**config.mk**
```make
export PLATFORM = sky130hd
export DESIGN_NAME = caliptra_fpga_axil_initiator_flat
export DESIGN_NICKNAME = d
export VERILOG_FILES = /design/src/rtl/caliptra_fpga_axil_initiator_if.sv /design/src/rtl/caliptra_fpga_axil_initiator.sv /design/src/flat_wrapper.sv
export SDC_FILE = /design/constraint.sdc
export NUM_CORES = 1
export LEC_CHECK = 0
export BUFFER_PORTS_ARGS = -buffer_cell sky130_fd_sc_hd__buf_2
export CAP_MARGIN = 15
export CORE_AREA = 2 2 163 165
export CTS_BUF_LIST = sky130_fd_sc_hd__clkbuf_4
export CTS_CLUSTER_DIAMETER = 40
export DETAILED_ROUTE_END_ITERATION = 10
export DIE_AREA = 0 0 165 167
export GPL_TIMING_DRIVEN = 0
export PLACE_DENSITY = 0.69
export SYNTH_ARGS = -nofsm -noshare
export SYNTH_HDL_FRONTEND = slang
export SYNTH_SLANG_ARGS = --single-unit
export TNS_END_PERCENT = 50
```
**constraint.sdc**
```tcl
create_clock -name aclk -period 5.3 [get_ports aclk]
set_input_delay 0.265 -clock aclk [delete_from_list [all_inputs] [get_ports aclk]]
set_output_delay 0.265 -clock aclk [all_outputs]
set_load 0.01 [all_outputs]
```
**src/rtl/caliptra_fpga_axil_initiator_if.sv**
```systemverilog
// Command/response and AXI4-Lite signal bundle for the FPGA AXI4-Lite initiator.
// The master modport is the initiator; the slave modport is the user plus AXI target.
interface caliptra_fpga_axil_initiator_if #(
    parameter int unsigned LAT_W = 16
) ();
    logic             cmd_valid;
    logic             cmd_ready;
    logic             cmd_write;
    logic [31:0]      cmd_addr;
    logic [63:0]      cmd_wdata;
    logic [7:0]       cmd_wstrb;
    logic             rsp_valid;
    logic             rsp_ready;
    logic [63:0]      rsp_rdata;
    logic [1:0]       rsp_resp;
    logic             rsp_write;
    logic [LAT_W-1:0] rsp_cycles;
    logic             arvalid;
    logic [31:0]      araddr;
    logic [2:0]       arprot;
    logic             arready;
    logic             rvalid;
    logic [63:0]      rdata;
    logic [1:0]       rresp;
    logic             rready;
    logic             awvalid;
    logic [31:0]      awaddr;
    logic [2:0]       awprot;
    logic             awready;
    logic             wvalid;
    logic [63:0]      wdata;
    logic [7:0]       wstrb;
    logic             wready;
    logic             bvalid;
    logic [1:0]       bresp;
    logic             bready;

    modport master (
        input  cmd_valid, cmd_write, cmd_addr, cmd_wdata, cmd_wstrb, rsp_ready,
        input  arready, rvalid, rdata, rresp, awready, wready, bvalid, bresp,
        output cmd_ready, rsp_valid, rsp_rdata, rsp_resp, rsp_write, rsp_cycles,
        output arvalid, araddr, arprot, rready, awvalid, awaddr, awprot,
        output wvalid, wdata, wstrb, bready
    );

    modport slave (
        output cmd_valid, cmd_write, cmd_addr, cmd_wdata, cmd_wstrb, rsp_ready,
        output arready, rvalid, rdata, rresp, awready, wready, bvalid, bresp,
        input  cmd_ready, rsp_valid, rsp_rdata, rsp_resp, rsp_write, rsp_cycles,
        input  arvalid, araddr, arprot, rready, awvalid, awaddr, awprot,
        input  wvalid, wdata, wstrb, bready
    );
endinterface

```
**src/rtl/caliptra_fpga_axil_initiator.sv**
```systemverilog
// Single-outstanding AXI4-Lite initiator: one command becomes one AXI read or write, and the
// response returns data, resp code and the accept-to-handshake latency.
module caliptra_fpga_axil_initiator #(
    parameter logic [2:0]  PROT  = 3'b000,
    parameter int unsigned LAT_W = 16
) (
    input logic aclk,
    input logic rstn,
    caliptra_fpga_axil_initiator_if.master bus
);
    typedef enum logic [2:0] {StIdle, StRdA, StRdD, StWrAw, StWrB, StRsp} state_e;

    state_e           state_q;
    logic             cmd_ready_q, rsp_valid_q, rsp_write_q;
    logic             arvalid_q, rready_q, awvalid_q, wvalid_q, bready_q;
    logic             aw_done_q, w_done_q, aw_done_d, w_done_d;
    logic [31:0]      araddr_q, awaddr_q;
    logic [63:0]      wdata_q, rsp_rdata_q;
    logic [7:0]       wstrb_q;
    logic [1:0]       rsp_resp_q;
    logic [LAT_W-1:0] cnt_q, cnt_d, rsp_cycles_q;

    always_comb begin
        cnt_d     = (cnt_q == {LAT_W{1'b1}}) ? cnt_q : cnt_q + LAT_W'(1);
        aw_done_d = aw_done_q | (awvalid_q & bus.awready);
        w_done_d  = w_done_q | (wvalid_q & bus.wready);
    end

    always_ff @(posedge aclk or negedge rstn) begin
        if (!rstn) begin
            state_q      <= StIdle;
            cmd_ready_q  <= 1'b0;
            rsp_valid_q  <= 1'b0;
            rsp_write_q  <= 1'b0;
            arvalid_q    <= 1'b0;
            rready_q     <= 1'b0;
            awvalid_q    <= 1'b0;
            wvalid_q     <= 1'b0;
            bready_q     <= 1'b0;
            aw_done_q    <= 1'b0;
            w_done_q     <= 1'b0;
            araddr_q     <= '0;
            awaddr_q     <= '0;
            wdata_q      <= '0;
            wstrb_q      <= '0;
            rsp_rdata_q  <= '0;
            rsp_resp_q   <= '0;
            cnt_q        <= '0;
            rsp_cycles_q <= '0;
        end else begin
            unique case (state_q)
                StIdle: begin
                    cmd_ready_q <= 1'b1;
                    if (cmd_ready_q && bus.cmd_valid) begin
                        cmd_ready_q <= 1'b0;
                        cnt_q       <= '0;
                        rsp_write_q <= bus.cmd_write;
                        if (bus.cmd_write) begin
                            awaddr_q  <= bus.cmd_addr;
                            wdata_q   <= bus.cmd_wdata;
                            wstrb_q   <= bus.cmd_wstrb;
                            awvalid_q <= 1'b1;
                            wvalid_q  <= 1'b1;
                            aw_done_q <= 1'b0;
                            w_done_q  <= 1'b0;
                            state_q   <= StWrAw;
                        end else begin
                            araddr_q  <= bus.cmd_addr;
                            arvalid_q <= 1'b1;
                            state_q   <= StRdA;
                        end
                    end
                end
                StRdA: begin
                    cnt_q <= cnt_d;
                    if (bus.arready) begin
                        arvalid_q <= 1'b0;
                        rready_q  <= 1'b1;
                        state_q   <= StRdD;
                    end
                end
                StRdD: begin
                    cnt_q <= cnt_d;
                    if (bus.rvalid) begin
                        rsp_rdata_q  <= bus.rdata;
                        rsp_resp_q   <= bus.rresp;
                        rsp_cycles_q <= cnt_d;
                        rready_q     <= 1'b0;
                        rsp_valid_q  <= 1'b1;
                        state_q      <= StRsp;
                    end
                end
                StWrAw: begin
                    // AW and W retire independently; B waits for whichever finishes last.
                    cnt_q     <= cnt_d;
                    aw_done_q <= aw_done_d;
                    w_done_q  <= w_done_d;
                    if (awvalid_q && bus.awready) awvalid_q <= 1'b0;
                    if (wvalid_q && bus.wready) wvalid_q <= 1'b0;
                    if (aw_done_d && w_done_d) begin
                        bready_q <= 1'b1;
                        state_q  <= StWrB;
                    end
                end
                StWrB: begin
                    cnt_q <= cnt_d;
                    if (bus.bvalid) begin
                        rsp_resp_q   <= bus.bresp;
                        rsp_rdata_q  <= '0;
                        rsp_cycles_q <= cnt_d;
                        bready_q     <= 1'b0;
                        rsp_valid_q  <= 1'b1;
                        state_q      <= StRsp;
                    end
                end
                StRsp: begin
                    if (bus.rsp_ready) begin
                        rsp_valid_q <= 1'b0;
                        cmd_ready_q <= 1'b1;
                        state_q     <= StIdle;
                    end
                end
                default: state_q <= StIdle;
            endcase
        end
    end

    assign bus.cmd_ready  = cmd_ready_q;
    assign bus.rsp_valid  = rsp_valid_q;
    assign bus.rsp_rdata  = rsp_rdata_q;
    assign bus.rsp_resp   = rsp_resp_q;
    assign bus.rsp_write  = rsp_write_q;
    assign bus.rsp_cycles = rsp_cycles_q;
    assign bus.arvalid    = arvalid_q;
    assign bus.araddr     = araddr_q;
    assign bus.arprot     = PROT;
    assign bus.rready     = rready_q;
    assign bus.awvalid    = awvalid_q;
    assign bus.awaddr     = awaddr_q;
    assign bus.awprot     = PROT;
    assign bus.wvalid     = wvalid_q;
    assign bus.wdata      = wdata_q;
    assign bus.wstrb      = wstrb_q;
    assign bus.bready     = bready_q;
endmodule
```
**src/flat_wrapper.sv**
```systemverilog
// flat-port wrapper written by rule: the top's interface ports become plain ports
module caliptra_fpga_axil_initiator_flat 
#(
    parameter logic [2:0]  PROT  = 3'b000,
    parameter int unsigned LAT_W = 16
)
  (aclk, rstn, bus_cmd_valid, bus_cmd_write, bus_cmd_addr, bus_cmd_wdata, bus_cmd_wstrb, bus_rsp_ready, bus_arready, bus_rvalid, bus_rdata, bus_rresp, bus_awready, bus_wready, bus_bvalid, bus_bresp, bus_cmd_ready, bus_rsp_valid, bus_rsp_rdata, bus_rsp_resp, bus_rsp_write, bus_rsp_cycles, bus_arvalid, bus_araddr, bus_arprot, bus_rready, bus_awvalid, bus_awaddr, bus_awprot, bus_wvalid, bus_wdata, bus_wstrb, bus_bready);
  caliptra_fpga_axil_initiator_if #(.LAT_W(LAT_W)) bus_i ();
  input logic aclk;
  input logic rstn;
  input wire logic [$bits(bus_i.cmd_valid)-1:0] bus_cmd_valid;
  input wire logic [$bits(bus_i.cmd_write)-1:0] bus_cmd_write;
  input wire logic [$bits(bus_i.cmd_addr)-1:0] bus_cmd_addr;
  input wire logic [$bits(bus_i.cmd_wdata)-1:0] bus_cmd_wdata;
  input wire logic [$bits(bus_i.cmd_wstrb)-1:0] bus_cmd_wstrb;
  input wire logic [$bits(bus_i.rsp_ready)-1:0] bus_rsp_ready;
  input wire logic [$bits(bus_i.arready)-1:0] bus_arready;
  input wire logic [$bits(bus_i.rvalid)-1:0] bus_rvalid;
  input wire logic [$bits(bus_i.rdata)-1:0] bus_rdata;
  input wire logic [$bits(bus_i.rresp)-1:0] bus_rresp;
  input wire logic [$bits(bus_i.awready)-1:0] bus_awready;
  input wire logic [$bits(bus_i.wready)-1:0] bus_wready;
  input wire logic [$bits(bus_i.bvalid)-1:0] bus_bvalid;
  input wire logic [$bits(bus_i.bresp)-1:0] bus_bresp;
  output wire logic [$bits(bus_i.cmd_ready)-1:0] bus_cmd_ready;
  output wire logic [$bits(bus_i.rsp_valid)-1:0] bus_rsp_valid;
  output wire logic [$bits(bus_i.rsp_rdata)-1:0] bus_rsp_rdata;
  output wire logic [$bits(bus_i.rsp_resp)-1:0] bus_rsp_resp;
  output wire logic [$bits(bus_i.rsp_write)-1:0] bus_rsp_write;
  output wire logic [$bits(bus_i.rsp_cycles)-1:0] bus_rsp_cycles;
  output wire logic [$bits(bus_i.arvalid)-1:0] bus_arvalid;
  output wire logic [$bits(bus_i.araddr)-1:0] bus_araddr;
  output wire logic [$bits(bus_i.arprot)-1:0] bus_arprot;
  output wire logic [$bits(bus_i.rready)-1:0] bus_rready;
  output wire logic [$bits(bus_i.awvalid)-1:0] bus_awvalid;
  output wire logic [$bits(bus_i.awaddr)-1:0] bus_awaddr;
  output wire logic [$bits(bus_i.awprot)-1:0] bus_awprot;
  output wire logic [$bits(bus_i.wvalid)-1:0] bus_wvalid;
  output wire logic [$bits(bus_i.wdata)-1:0] bus_wdata;
  output wire logic [$bits(bus_i.wstrb)-1:0] bus_wstrb;
  output wire logic [$bits(bus_i.bready)-1:0] bus_bready;
  assign bus_i.cmd_valid = bus_cmd_valid;
  assign bus_i.cmd_write = bus_cmd_write;
  assign bus_i.cmd_addr = bus_cmd_addr;
  assign bus_i.cmd_wdata = bus_cmd_wdata;
  assign bus_i.cmd_wstrb = bus_cmd_wstrb;
  assign bus_i.rsp_ready = bus_rsp_ready;
  assign bus_i.arready = bus_arready;
  assign bus_i.rvalid = bus_rvalid;
  assign bus_i.rdata = bus_rdata;
  assign bus_i.rresp = bus_rresp;
  assign bus_i.awready = bus_awready;
  assign bus_i.wready = bus_wready;
  assign bus_i.bvalid = bus_bvalid;
  assign bus_i.bresp = bus_bresp;
  assign bus_cmd_ready = bus_i.cmd_ready;
  assign bus_rsp_valid = bus_i.rsp_valid;
  assign bus_rsp_rdata = bus_i.rsp_rdata;
  assign bus_rsp_resp = bus_i.rsp_resp;
  assign bus_rsp_write = bus_i.rsp_write;
  assign bus_rsp_cycles = bus_i.rsp_cycles;
  assign bus_arvalid = bus_i.arvalid;
  assign bus_araddr = bus_i.araddr;
  assign bus_arprot = bus_i.arprot;
  assign bus_rready = bus_i.rready;
  assign bus_awvalid = bus_i.awvalid;
  assign bus_awaddr = bus_i.awaddr;
  assign bus_awprot = bus_i.awprot;
  assign bus_wvalid = bus_i.wvalid;
  assign bus_wdata = bus_i.wdata;
  assign bus_wstrb = bus_i.wstrb;
  assign bus_bready = bus_i.bready;
  caliptra_fpga_axil_initiator #(.PROT(PROT), .LAT_W(LAT_W)) u_core (.aclk(aclk), .rstn(rstn), .bus(bus_i));
endmodule
```
==> summary.md <==
| Metric | Value |
|---|---|
| DRT Pass-1 Iters | `5` |
| Critical path depth | `5` |
| Ys async rst share | `100%` |
| Cts bufs inserted | `70` |
| Hold Slack | `~0.14 ns` |
| CP startpoint | `u_core.state_q[0]` |
| Via-to-Cell Ratio | `around 5.0` |
| RSZ-0062 raised after global routing | `false` |
| Worst-margin pin slew | `1.06 ns` |
| Reg2reg start | `u_core.state_q[0]` |
| Crit path largest cell delay | `between 0.8 and 0.9 ns` |
| Clock Latency Late Sink | `between 0.6 and 0.7 ns` |
| Cells after Synth | `between 800 and 900` |
| Clk root buf | `clkbuf_4` |
| Core area | `25800 um2` |
| GRT Total Usage | `about 25%` |
| Sequential area share after synthesis | `between 50 and 60%` |
| Layout area overhead | `49.8%` |
| Vias in the first global route | `approximately 10000` |
| Die Wd | `around 170 um` |
| Die area | `27600 um2` |
| Initial core utilization | `about two fifths` |
| Fmax | `0.413 GHz` |
| #FFs+latches synth | `between 200 and 250` |
| Placer congestion estimate | `~0.83` |
| Grt ovf | `0` |
| Syn avg cell area | `roughly 12 um2` |
| Nets@finish | `~1700` |
| Port bufs | `slightly above 400` |
| Reg2reg setup slack | `roughly 2.9 ns` |
| Slew Limit Fails | `0` |
| Max-Slew Margin vs Limit | `29.5%` |
| Die Y | `around 170 um` |
| Peak VDD IR | `0.000345 V` |
| Dpl hpwl | `~23000 um` |
| Max H-tree Level | `3` |
| Sink Count | `roughly 250` |
| Hold Violations, Final | `0` |
| Crit path max-delay family | `compound AO/OA/AOI/OAI gates` |
| Clock buffer depth | `3` |
| CP Capture Point | `u_core.bus.rsp_cycles[12]` |
| I/O pin cnt | `414` |
| Final setup fails | `0` |
| Power Density | `roughly 540 nW/um2` |
| Worst endpoint required time | `between 5 and 6 ns` |
| CP Capture Type | `flop` |
| Crit Path Class | `flop to flop` |
| Initial antenna violation count | `6` |
| Final setup TNS | `0 ns` |
| Critical Path Fanout Max | `10` |
| Worst R2R Path Depth | `5` |
| Static leakage | `slightly below 8 nW` |
| Routed Antenna Nets | `0` |
| Wire per inst | `17.9 um` |
| Cell mode on critical path | `clkbuf_1` |
| CTS tree | `built` |
| Netlist cell types | `57` |
| HP Class | `input port to asynchronous set/reset pin` |
| Max-cap violation count | `0` |
| FP Rows | `59` |
| Cell area after synthesis | `about 10000 um2` |
| Layout fillers | `approximately 2000` |
| Worst path bufs/invs | `3` |
| R2r endpoint | `u_core.bus.rsp_cycles[12]` |
| Via count | `9517` |
| Slowest CP cell | `a21oi_1` |
| Critical Path Start Type | `flop` |
| DRC viols | `0` |
| CP Cell Sequence | `buf_6 > clkbuf_1 > a21oi_1 > clkbuf_1 > a31oi_1` |
| Fraction of layout cells with a size suffix above 1 | `~44%` |
| Clk_skew | `between 0.03 and 0.04 ns` |
| EDFF count, synth | `0` |
| 1st-iter DRT viols | `~620` |
| Largest net degree at the start of global routing | `about 110` |
| Post-cts resize count | `0` |
| Synth Warn # | `0` |
| Final WL | `34500 um` |
| Status | `completed` |
| First-pass GRT wire length | `between 50000 and 60000 um` |
| Final period utilization | `a little under half` |
| Main flop type after synthesis | `dfrtp_1` |
| Reg clk slew, reported paths | `0.06 ns` |
| Fin crit period | `between 2 and 2.5 ns` |
| Worst EP arrival | `about 2.9 ns` |
## registers in the layout, indices dropped and copies added, names as in the netlist, 2 cells and up
signal and cells:
u_core.bus.awaddr 32, u_core.bus.rsp_rdata 64, u_core.bus.araddr 32, u_core.bus.wdata 64, u_core.bus.wstrb 8, u_core.bus.rsp_resp 2, u_core.cnt_q 16, u_core.bus.rsp_cycles 16
u_core.state_q 3
## cell families (layout without fill, tap and decap cells)
| logic type | count (synthesis) | count (layout) | synth area share, % |
|---|---|---|---|
| flops | 247 | 247 | 59.1 |
| simple gates | 308 | 308 | 13.7 |
| other cells | 1 | 12 | 0.0359 |
| fa+ha+maj | 1 | 1 | 0.120 |
| mux | 142 | 142 | 17.0 |
| compound gates | 91 | 91 | 5.51 |
| xor+xnor | 4 | 4 | 0.335 |
| buf+inv | 70 | 780 | 4.17 |
## stage by stage
step	utilization, %	cell area [um2]	power [mW]	std cells	worst slack (ns)
finish	60.8	15700	8.50	1920	2.88
global route	60.8	15700	9.06	1919	2.70
CTS	60.7	15600	8.50	1914	2.84
detailed placement	50.4	13000	6.65	1613	2.85
global placement	50.2	12900	6.55	1611	-0.522
floorplan	-	10500	5.15	869	3.47
## layout make-up
type	instances	area (um2)	area share (%)
sequential	247	6180	39.5
clock inverter	24	120	0.767
inverter	5	18.8	0.120
clock buffer	96	721	4.60
multi-input combinational	552	3850	24.6
timing repair buffer	590	3910	25.0
buffer	65	417	2.66
antenna	6	15.0	0.0959
tap	335	419	2.68
## synthesized netlist by cell type, types with 5 or more instances
cell | n | area share, %
inv_1 | 5 | 0.18
o21ai_0 | 20 | 0.96
clkbuf_1 | 23 | 0.83
buf_2 | 16 | 0.77
nor2_1 | 20 | 0.72
nand3_1 | 73 | 3.5
o211ai_1 | 6 | 0.43
nand4_1 | 6 | 0.36
dfrtp_1 | 247 | 59
mux2i_1 | 5 | 0.48
mux2_2 | 89 | 9.6
nand2_1 | 167 | 6.0
or3_1 | 7 | 0.42
buf_4 | 12 | 0.86
buf_1 | 6 | 0.22
buf_12 | 5 | 0.96
mux2_4 | 48 | 6.9
a31oi_1 | 17 | 1.0
a21oi_1 | 21 | 1.0
## worst reg2reg max path: cells and delay by family (launching register included)
kind                   cells  cell delay [ns]
AOI/OAI and AO/OA          2             1.01
buffers and inverters      3             0.88
DFF                        1             0.37
## report_power, final
part | leakage [nW] | internal (mW) | switching (mW) | total (mW)
combinational | 4.39 | 1.64 | 1.90 | 3.54
sequential | 3.06 | 2.76 | 0.504 | 3.27
clock | 0.510 | 0.888 | 0.814 | 1.70
total | 7.95 | 5.28 | 3.22 | 8.50
## worst min path at each step
stage                        startpoint                         to  slack (ns)  cells past startpoint
2_1_floorplan                      rstn           u_core.aw_done_q       -0.03                      0
3_3_place_gp   u_core.bus.rsp_rdata[17]   u_core.bus.rsp_rdata[17]        0.45                      2
3_5_place_dp                       rstn   u_core.bus.rsp_rdata[52]        0.23                      1
4_1_cts                            rstn   u_core.bus.rsp_cycles[8]        0.11                      2
5_1_grt                            rstn  u_core.bus.rsp_cycles[14]        0.13                      2
6_report                           rstn   u_core.bus.rsp_cycles[8]        0.14                      2
## cell usage in the layout, fill, tap and decap left out, types with 3 or more instances in the layout
cell type	synthesis	final
dlygate4sd3_1	0	181
nand3_1	73	73
mux2i_1	5	5
nand4_1	6	6
conb_1	1	6
and4_1	4	4
xnor2_1	4	4
or3_1	7	7
mux2_2	89	89
clkbuf_4	0	96
o21ai_1	4	4
buf_2	16	422
nand4_2	3	3
o211ai_1	6	6
clkinv_2	0	3
clkinv_1	0	16
mux2_4	48	48
o21ai_0	20	20
a31oi_1	17	17
o31ai_1	3	3
buf_12	5	5
inv_1	5	5
inv_2	0	4
o2bb2ai_1	3	3
nand2_1	167	167
diode_2	0	6
dfrtp_1	247	247
clkbuf_1	23	23
buf_1	6	6
nor2_1	20	20
nor3_1	4	4
a21oi_1	21	21
and3_1	4	4
buf_4	12	12
## layer usage
layer / routed length, um / vias to the layer above / global-route usage (%)
li1: - / 4375 / -
met3: 2820 / 98 / 7.52
met4: 1390 / 0 / 12.1
met5: 0 / - / 0
met2: 17300 / 446 / 43.0
met1: 13000 / 4598 / 27.5
## repair_timing
action,4_1_cts,5_1_grt
hold buffers,181,0
hold endpoints to repair,280,0
setup buffers,0,0
Power figures use the tool's default switching activity.
